<file path="config.mk">
export PLATFORM = sky130hd
export DESIGN_NAME = channel_stats_flat
export DESIGN_NICKNAME = d
export VERILOG_FILES = /design/src/rtl/channel_stats_pkg.sv /design/src/rtl/channel_stats_if.sv /design/src/rtl/channel_stats_divider.sv /design/src/rtl/channel_stats.sv /design/src/flat_wrapper.sv
export SDC_FILE = /design/constraint.sdc
export NUM_CORES = 1
export LEC_CHECK = 0
export CAP_MARGIN = 15
export CORE_MARGIN = 1.5
export CORE_UTILIZATION = 40
export CTS_BUF_LIST = sky130_fd_sc_hd__clkbuf_16
export CTS_CLUSTER_DIAMETER = 150
export CTS_CLUSTER_SIZE = 14
export DETAILED_ROUTE_END_ITERATION = 16
export PLACE_DENSITY_LB_ADDON = 0.05
export SETUP_SLACK_MARGIN = 0.5
export SYNTH_ARGS = -nofsm -noshare
export SYNTH_HDL_FRONTEND = slang
export SYNTH_SLANG_ARGS = --single-unit
</file>
<file path="constraint.sdc">
create_clock -name clk -period 11.7 [get_ports clk]
set_input_delay 1.17 -clock clk [delete_from_list [all_inputs] [get_ports clk]]
set_output_delay 1.17 -clock clk [all_outputs]
set_load 0.01 [all_outputs]
</file>
<file path="src/rtl/channel_stats_pkg.sv">
// stats_pkg: shared widths, divider length and FSM encoding for channel_stats.
//   PIX_W     - pixel / mean width
//   CNT_W     - pixel counter width (holds MAX_PIX)
//   SUM_W     - accumulator and divider dividend width
//   DIV_ITERS - quotient bits produced per division
//   MAX_PIX   - saturation point of the pixel counter
package stats_pkg;

  localparam int unsigned PIX_W     = 8;
  localparam int unsigned CNT_W     = 21;
  localparam int unsigned SUM_W     = 36;
  localparam int unsigned DIV_ITERS = 36;
  localparam int unsigned MAX_PIX   = 1 << 20;

  typedef enum logic [2:0] {
    IDLE     = 3'd0,
    ACCUM    = 3'd1,
    DIV_MEAN = 3'd2,
    DIV_SQ   = 3'd3,
    FINISH   = 3'd4,
    DONE     = 3'd5
  } stats_state_t;

endpackage

</file>
<file path="src/rtl/channel_stats_if.sv">
// channel_stats_if: pixel stream in, frame statistics out.
//   sof, pix_valid, pix, eof          - stream from the colour path (master -> slave)
//   busy, out_valid, mean, variance,
//   sqrt_start                        - results towards sqrt32 (slave -> master)
interface channel_stats_if #(
  parameter int unsigned PIX_W = stats_pkg::PIX_W
);

  logic             sof;
  logic             pix_valid;
  logic [PIX_W-1:0] pix;
  logic             eof;
  logic             busy;
  logic             out_valid;
  logic [PIX_W-1:0] mean;
  logic [31:0]      variance;
  logic             sqrt_start;

  modport master (
    output sof, pix_valid, pix, eof,
    input  busy, out_valid, mean, variance, sqrt_start
  );

  modport slave (
    input  sof, pix_valid, pix, eof,
    output busy, out_valid, mean, variance, sqrt_start
  );

endinterface

</file>
<file path="src/rtl/channel_stats_divider.sv">
// seq_divider: restoring divider, one quotient bit per cycle, DVD_W steps.
//   start    - load dividend/divisor and perform the first step in the same cycle
//   abort    - cancel a division in flight (wins over start)
//   dividend - numerator, sampled only while start is high
//   divisor  - denominator, must stay stable for the whole division
//   quotient - final after the last step; shift register while iterating
//   done     - high during the final step cycle so a caller can chain without a bubble
module seq_divider
  import stats_pkg::*;
#(
  parameter int unsigned DVD_W = SUM_W,
  parameter int unsigned DVS_W = CNT_W
) (
  input  logic             clk,
  input  logic             reset,
  input  logic             start,
  input  logic             abort,
  input  logic [DVD_W-1:0] dividend,
  input  logic [DVS_W-1:0] divisor,
  output logic [DVD_W-1:0] quotient,
  output logic             done
);

  localparam int unsigned IT_W = $clog2(DVD_W + 1);

  logic [DVS_W-1:0] rem_q;
  logic [IT_W-1:0]  iter_q;

  logic [DVS_W-1:0] rem_src;
  logic [DVS_W-1:0] rem_nxt;
  logic [DVD_W-1:0] dq_src;
  logic [DVS_W:0]   trial;
  logic             ge;
  logic             step;
  logic [IT_W-1:0]  iter_nxt;

  // One restoring step; dividend bits shift out of the top as quotient bits shift in.
  always_comb begin
    rem_src  = start ? '0 : rem_q;
    dq_src   = start ? dividend : quotient;
    trial    = {rem_src, dq_src[DVD_W-1]};
    ge       = trial >= {1'b0, divisor};
    rem_nxt  = ge ? DVS_W'(trial - {1'b0, divisor}) : DVS_W'(trial);
    step     = !abort && (start || (iter_q != '0));
    iter_nxt = start ? IT_W'(DVD_W - 1) : iter_q - IT_W'(1);
  end

  always_ff @(posedge clk or posedge reset) begin
    if (reset) begin
      rem_q    <= '0;
      quotient <= '0;
      iter_q   <= '0;
      done     <= 1'b0;
    end else if (abort) begin
      iter_q <= '0;
      done   <= 1'b0;
    end else if (step) begin
      rem_q    <= rem_nxt;
      quotient <= {dq_src[DVD_W-2:0], ge};
      iter_q   <= iter_nxt;
      done     <= (iter_nxt == IT_W'(1));
    end
  end

endmodule

</file>
<file path="src/rtl/channel_stats.sv">
// channel_stats: per-frame mean and variance of one colour channel.
//   clk, reset    - clock, asynchronous active-high reset
//   bus (slave)   - sof/pix_valid/pix/eof in; busy/out_valid/mean/variance/sqrt_start out
// Sums pixels and squared pixels over a frame, then divides both by the pixel
// count on one shared divider and presents variance with a start pulse for sqrt32.
module channel_stats #(
  parameter int unsigned PIX_W = stats_pkg::PIX_W,
  parameter int unsigned CNT_W = stats_pkg::CNT_W,
  parameter int unsigned SUM_W = stats_pkg::SUM_W
) (
  input  logic           clk,
  input  logic           reset,
  channel_stats_if.slave bus
);

  import stats_pkg::*;

  localparam logic [CNT_W-1:0] CNT_MAX = CNT_W'(MAX_PIX);

  stats_state_t     state_q;
  stats_state_t     state_nxt;
  logic [SUM_W-1:0] sum_q;
  logic [SUM_W-1:0] sumsq_q;
  logic [CNT_W-1:0] cnt_q;
  logic [PIX_W-1:0] mean_tmp_q;
  logic [PIX_W-1:0] mean_q;
  logic [31:0]      variance_q;
  logic             busy_q;
  logic             out_valid_q;
  logic             sqrt_start_q;
  logic             div_start_q;

  logic               take;
  logic               abort;
  logic               finish;
  logic               busy_nxt;
  logic               div_start_nxt;
  logic               div_done;
  logic [SUM_W-1:0]   dividend;
  logic [SUM_W-1:0]   quotient;
  logic [SUM_W-1:0]   pix_ext;
  logic [SUM_W-1:0]   pix_sq;
  logic [2*PIX_W-1:0] mean_sq;
  logic [31:0]        var_calc;

  // Next state and per-cycle control; sof overrides everything and restarts the frame.
  always_comb begin
    state_nxt     = state_q;
    take          = 1'b0;
    abort         = 1'b0;
    finish        = 1'b0;
    busy_nxt      = 1'b0;
    div_start_nxt = 1'b0;
    case (state_q)
      IDLE, DONE: ;
      ACCUM: begin
        take = bus.pix_valid && (cnt_q != CNT_MAX);
        if (bus.pix_valid && bus.eof) state_nxt = DIV_MEAN;
      end
      DIV_MEAN: if (div_done) state_nxt = DIV_SQ;
      DIV_SQ:   if (div_done) state_nxt = FINISH;
      FINISH: begin
        finish    = 1'b1;
        state_nxt = DONE;
      end
      default: state_nxt = IDLE;
    endcase
    if (bus.sof) begin
      abort  = busy_q;
      finish = 1'b0;
      take   = bus.pix_valid;
      // A one-pixel frame can arrive with sof and eof together; do not lose its eof.
      state_nxt = (bus.pix_valid && bus.eof) ? DIV_MEAN : ACCUM;
    end
    busy_nxt      = (state_nxt == DIV_MEAN) || (state_nxt == DIV_SQ) || (state_nxt == FINISH);
    div_start_nxt = ((state_nxt == DIV_MEAN) && (bus.sof || (state_q != DIV_MEAN))) ||
                    ((state_q == DIV_MEAN) && (state_nxt == DIV_SQ));
  end

  // Finish arithmetic: msq - mean^2, clamped at zero.
  always_comb begin
    pix_ext  = SUM_W'(bus.pix);
    pix_sq   = pix_ext * pix_ext;
    mean_sq  = (2*PIX_W)'(mean_tmp_q) * (2*PIX_W)'(mean_tmp_q);
    var_calc = (quotient >= SUM_W'(mean_sq)) ? 32'(quotient - SUM_W'(mean_sq)) : '0;
    dividend = (state_q == DIV_SQ) ? sumsq_q : sum_q;
  end

  // Accumulators; a sof restarts them with the current pixel if it is valid.
  always_ff @(posedge clk or posedge reset) begin
    if (reset) begin
      sum_q   <= '0;
      sumsq_q <= '0;
      cnt_q   <= '0;
    end else if (bus.sof) begin
      sum_q   <= take ? pix_ext : '0;
      sumsq_q <= take ? pix_sq : '0;
      cnt_q   <= take ? CNT_W'(1) : '0;
    end else if (take) begin
      sum_q   <= sum_q + pix_ext;
      sumsq_q <= sumsq_q + pix_sq;
      cnt_q   <= cnt_q + CNT_W'(1);
    end
  end

  // State register and registered outputs.
  always_ff @(posedge clk or posedge reset) begin
    if (reset) begin
      state_q      <= IDLE;
      busy_q       <= 1'b0;
      div_start_q  <= 1'b0;
      out_valid_q  <= 1'b0;
      sqrt_start_q <= 1'b0;
      mean_tmp_q   <= '0;
      mean_q       <= '0;
      variance_q   <= '0;
    end else begin
      state_q      <= state_nxt;
      busy_q       <= busy_nxt;
      div_start_q  <= div_start_nxt;
      sqrt_start_q <= finish;
      if (bus.sof)     out_valid_q <= 1'b0;
      else if (finish) out_valid_q <= 1'b1;
      // First DIV_SQ cycle: the mean quotient is final and about to be overwritten.
      if ((state_q == DIV_SQ) && div_start_q) mean_tmp_q <= quotient[PIX_W-1:0];
      if (finish) begin
        mean_q     <= mean_tmp_q;
        variance_q <= var_calc;
      end
    end
  end

  seq_divider #(
    .DVD_W (SUM_W),
    .DVS_W (CNT_W)
  ) u_div (
    .clk      (clk),
    .reset    (reset),
    .start    (div_start_q),
    .abort    (abort),
    .dividend (dividend),
    .divisor  (cnt_q),
    .quotient (quotient),
    .done     (div_done)
  );

  assign bus.busy       = busy_q;
  assign bus.out_valid  = out_valid_q;
  assign bus.sqrt_start = sqrt_start_q;
  assign bus.mean       = mean_q;
  assign bus.variance   = variance_q;

endmodule
</file>
<file path="src/flat_wrapper.sv">
// flat-port wrapper written by rule: the top's interface ports become plain ports
module channel_stats_flat import stats_pkg::*;
#(
  parameter int unsigned PIX_W = stats_pkg::PIX_W,
  parameter int unsigned CNT_W = stats_pkg::CNT_W,
  parameter int unsigned SUM_W = stats_pkg::SUM_W
)
  (clk, reset, bus_sof, bus_pix_valid, bus_pix, bus_eof, bus_busy, bus_out_valid, bus_mean, bus_variance, bus_sqrt_start);
  channel_stats_if #(.PIX_W(PIX_W)) bus_i ();
  input  logic clk;
  input  logic reset;
  input wire logic [$bits(bus_i.sof)-1:0] bus_sof;
  input wire logic [$bits(bus_i.pix_valid)-1:0] bus_pix_valid;
  input wire logic [$bits(bus_i.pix)-1:0] bus_pix;
  input wire logic [$bits(bus_i.eof)-1:0] bus_eof;
  output wire logic [$bits(bus_i.busy)-1:0] bus_busy;
  output wire logic [$bits(bus_i.out_valid)-1:0] bus_out_valid;
  output wire logic [$bits(bus_i.mean)-1:0] bus_mean;
  output wire logic [$bits(bus_i.variance)-1:0] bus_variance;
  output wire logic [$bits(bus_i.sqrt_start)-1:0] bus_sqrt_start;
  assign bus_i.sof = bus_sof;
  assign bus_i.pix_valid = bus_pix_valid;
  assign bus_i.pix = bus_pix;
  assign bus_i.eof = bus_eof;
  assign bus_busy = bus_i.busy;
  assign bus_out_valid = bus_i.out_valid;
  assign bus_mean = bus_i.mean;
  assign bus_variance = bus_i.variance;
  assign bus_sqrt_start = bus_i.sqrt_start;
  channel_stats #(.PIX_W(PIX_W), .CNT_W(CNT_W), .SUM_W(SUM_W)) u_core (.clk(clk), .reset(reset), .bus(bus_i));
endmodule
</file>
==> reports/results.ini <==
[synth]
ys_ff_latch=212
synthTopCellsByCount=nand2_1, dfrtp_1, o21ai_0
synth_top_area_share_pct=32.7
syn_area_um2=16200
synthCells=1926
synth_flop_cell=dfrtp_1
synth_edf_count=0
yosysMostFrequentCell=nand2_1
yosys_warnings=0
synth.avg_cell_area_um2=8.43
yosysUniqueCellTypes=81
yosys-top-cells-area=dfrtp_1, ha_1, fa_1, nand2_1, o21ai_0
async_flop_share_pct=100
synth-seq-area-share_pct=32.7
yosysTopAreaCell=dfrtp_1
synthesis.nets=2115

[clock_tree]
cts_buffer_depth=3
clk_latency_ns=0.51
cts_buffers=19
cts_tree=yes
cts_htree_levels=1
clkTransAtPathRegs_ns=0.07
postCtsSetupRepairBufs=0
cts.hold.buffers_added=0
cts_root_buffer=clkbuf_16
cts_sinks=212
post_cts_resized=0

[layout]
multi_input_area_um2=10000
diodes=0
fin_nets=2117
final-seq-area_um2=5310
drive_gt1_share_pct=3.47
area_growth_pct=9.12
fill_cells=3974
design_area_um2=17700

[drt]
firstDrtPassIters=5
drt_iter0_markers=653
vias=13000
drcViolationCount=0
wirelength_um=40400
wl_per_cell_um=16.5
ant_nets=0
viasPerCell=5.28

[sta]
hold_viol=0
finalCriticalPeriod_ns=7.65
skew_ns=0.0176
slew_headroom_pct=31.1
fin_tns_setup_ns=0
rsz0062_at_grt=no
max_clock_freq_mhz=131
fin_crit_sh_pct=65.4
worst_pin_slew_ns=1.03
setup_viol=0
drv_slew=0

[critical_path]
critPathKind=in -> reg
reg2reg_depth=22
timing.rr.start=u_core.mean_tmp_q[5]
r2r-end=u_core.bus.variance[31]
cp.required_ns=12.05
rrSetupSlack_ns=4.30
arrival_ns=8.00
cp_max_fo=14
cp-end-kind=flip-flop
start_kind=primary input

[worst_hold_path]
worstHoldPathType=reg -> reg
hp-start=u_core.bus.variance[14]
min_delay_path_depth=2
hold_path_end=u_core.bus.variance[14]

[floorplan]
pin_count=56
start_util_pct=40.7
die_area_um2=41800
die_w_um=204
coreArea_um2=39900
die_h_um=204
rows=73

[placed_design]
portBuffers=55
place_congestion=0.802
dpl_cell_area_um2=17200
dpl.hpwl_um=29200

[global_route]
grtUsageTotal_pct=19.8
grt_max_degree=117
grt_pass1_vias=12700
antenna_found_initial=1
grt_overflow=0
grt_pass1_wl_um=67300

[run]
cap_violations=0

[status]
status=complete, no violations

critical path: stages:
cell	delay (ns)
clkdlybuf4s50_1	0.62
nand2_1	0.22
inv_1	0.07
fa_1	0.50
inv_1	0.05
fa_1	0.52
inv_1	0.05
fa_1	0.53
inv_1	0.05
fa_1	0.52
inv_1	0.04
ha_1	0.34
nand3_1	0.09
a2111oi_0	0.57
nor3_1	0.13
xnor2_1	0.25
ha_1	0.31
a21o_1	0.24
or4b_1	0.50
o221ai_1	0.29
a21oi_1	0.20
nand2_1	0.36
nor3_1	0.14
xnor2_1	0.15
nor2_1	0.06
sequential cells by signal, summed over array words and instances, names as in the netlist:
register / count
u_core.sum_q: 36
u_core.sumsq_q: 36
u_core.u_div.quotient: 36
u_core.bus.variance: 32
u_core.cnt_q: 21
u_core.u_div.rem_q: 21
u_core.bus.mean: 8
u_core.mean_tmp_q: 8
u_core.u_div.iter_q: 6
u_core.state_q: 3
u_core.bus.busy: 1
u_core.bus.out_valid: 1
u_core.bus.sqrt_start: 1
u_core.div_start_q: 1
u_core.u_div.done: 1
layout by cell type (no fill, tap or decap), drive strengths merged, types with 15 or more instances in the layout:
master,synthesis,routed
nand2b,19,19
a21oi,85,85
nor3,38,38
ha,123,123
nand4,21,21
xor2,71,71
fa,53,53
inv,151,154
o31ai,22,22
a31oi,15,15
clkbuf,67,19
nor2,141,141
clkdlybuf4s50,0,54
or3,19,19
a21o,30,30
nand3,119,119
o21ai,175,175
nor2b,37,37
nand2,250,250
dfrtp,212,212
and3,16,16
mux2i,18,18
xnor2,74,74
and2,41,41
worst max path at each step:
stage	startpoint	to	slack, ns	cells past startpoint
after floorplan	reset	u_core.bus.busy	4.74	1
after global placement	bus_pix[7]	u_core.sumsq_q[25]	3.71	24
after detailed placement	bus_pix[7]	u_core.sumsq_q[25]	3.58	24
after CTS	bus_pix[7]	u_core.sumsq_q[25]	4.11	24
after global routing	bus_pix[5]	u_core.sumsq_q[25]	3.71	25
final	bus_pix[6]	u_core.sumsq_q[25]	4.05	25
layer usage:
| layer | wire, um | vias up | GRT usage, % |
|---|---|---|---|
| met3 | 1400 | 37 | 2.33 |
| met1 | 20400 | 6195 | 28.8 |
| met5 | 15 | - | 0 |
| met2 | 18000 | 178 | 32.0 |
| met4 | 552 | 2 | 3.60 |
| li1 | - | 6545 | - |
cell type report:
cell class / count / share of cell area, %
Sequential cell: 212 / 30.0
Multi-Input combinational cell: 1477 / 56.7
Timing Repair Buffer: 66 / 3.56
Clock buffer: 19 / 2.68
Inverter: 152 / 3.26
Tap cell: 525 / 3.71
Clock inverter: 4 / 0.162
logic make-up after synthesis:
family | share of synthesized area, %
simple gates | 21.4
compound gates | 14.8
buf+inv | 5.60
flops | 32.7
fa+ha+maj | 16.0
xor+xnor | 7.82
mux | 1.66
other cells | 0.0463
per-stage QoR:
step	utilization, %	instances	hold slack, ns	worst slack (ns)
after global placement	43.1	2432	0.458	3.71
after global routing	44.4	2455	0.502	3.71
after floorplan	-	1926	0.442	4.74
after CTS	44.4	2455	0.480	4.11
after detailed placement	43.1	2432	0.466	3.58
final	44.4	2455	0.472	4.05
Power is not shown: default switching activity piles up to over one toggle a cycle in this logic, so the estimate is an artifact.
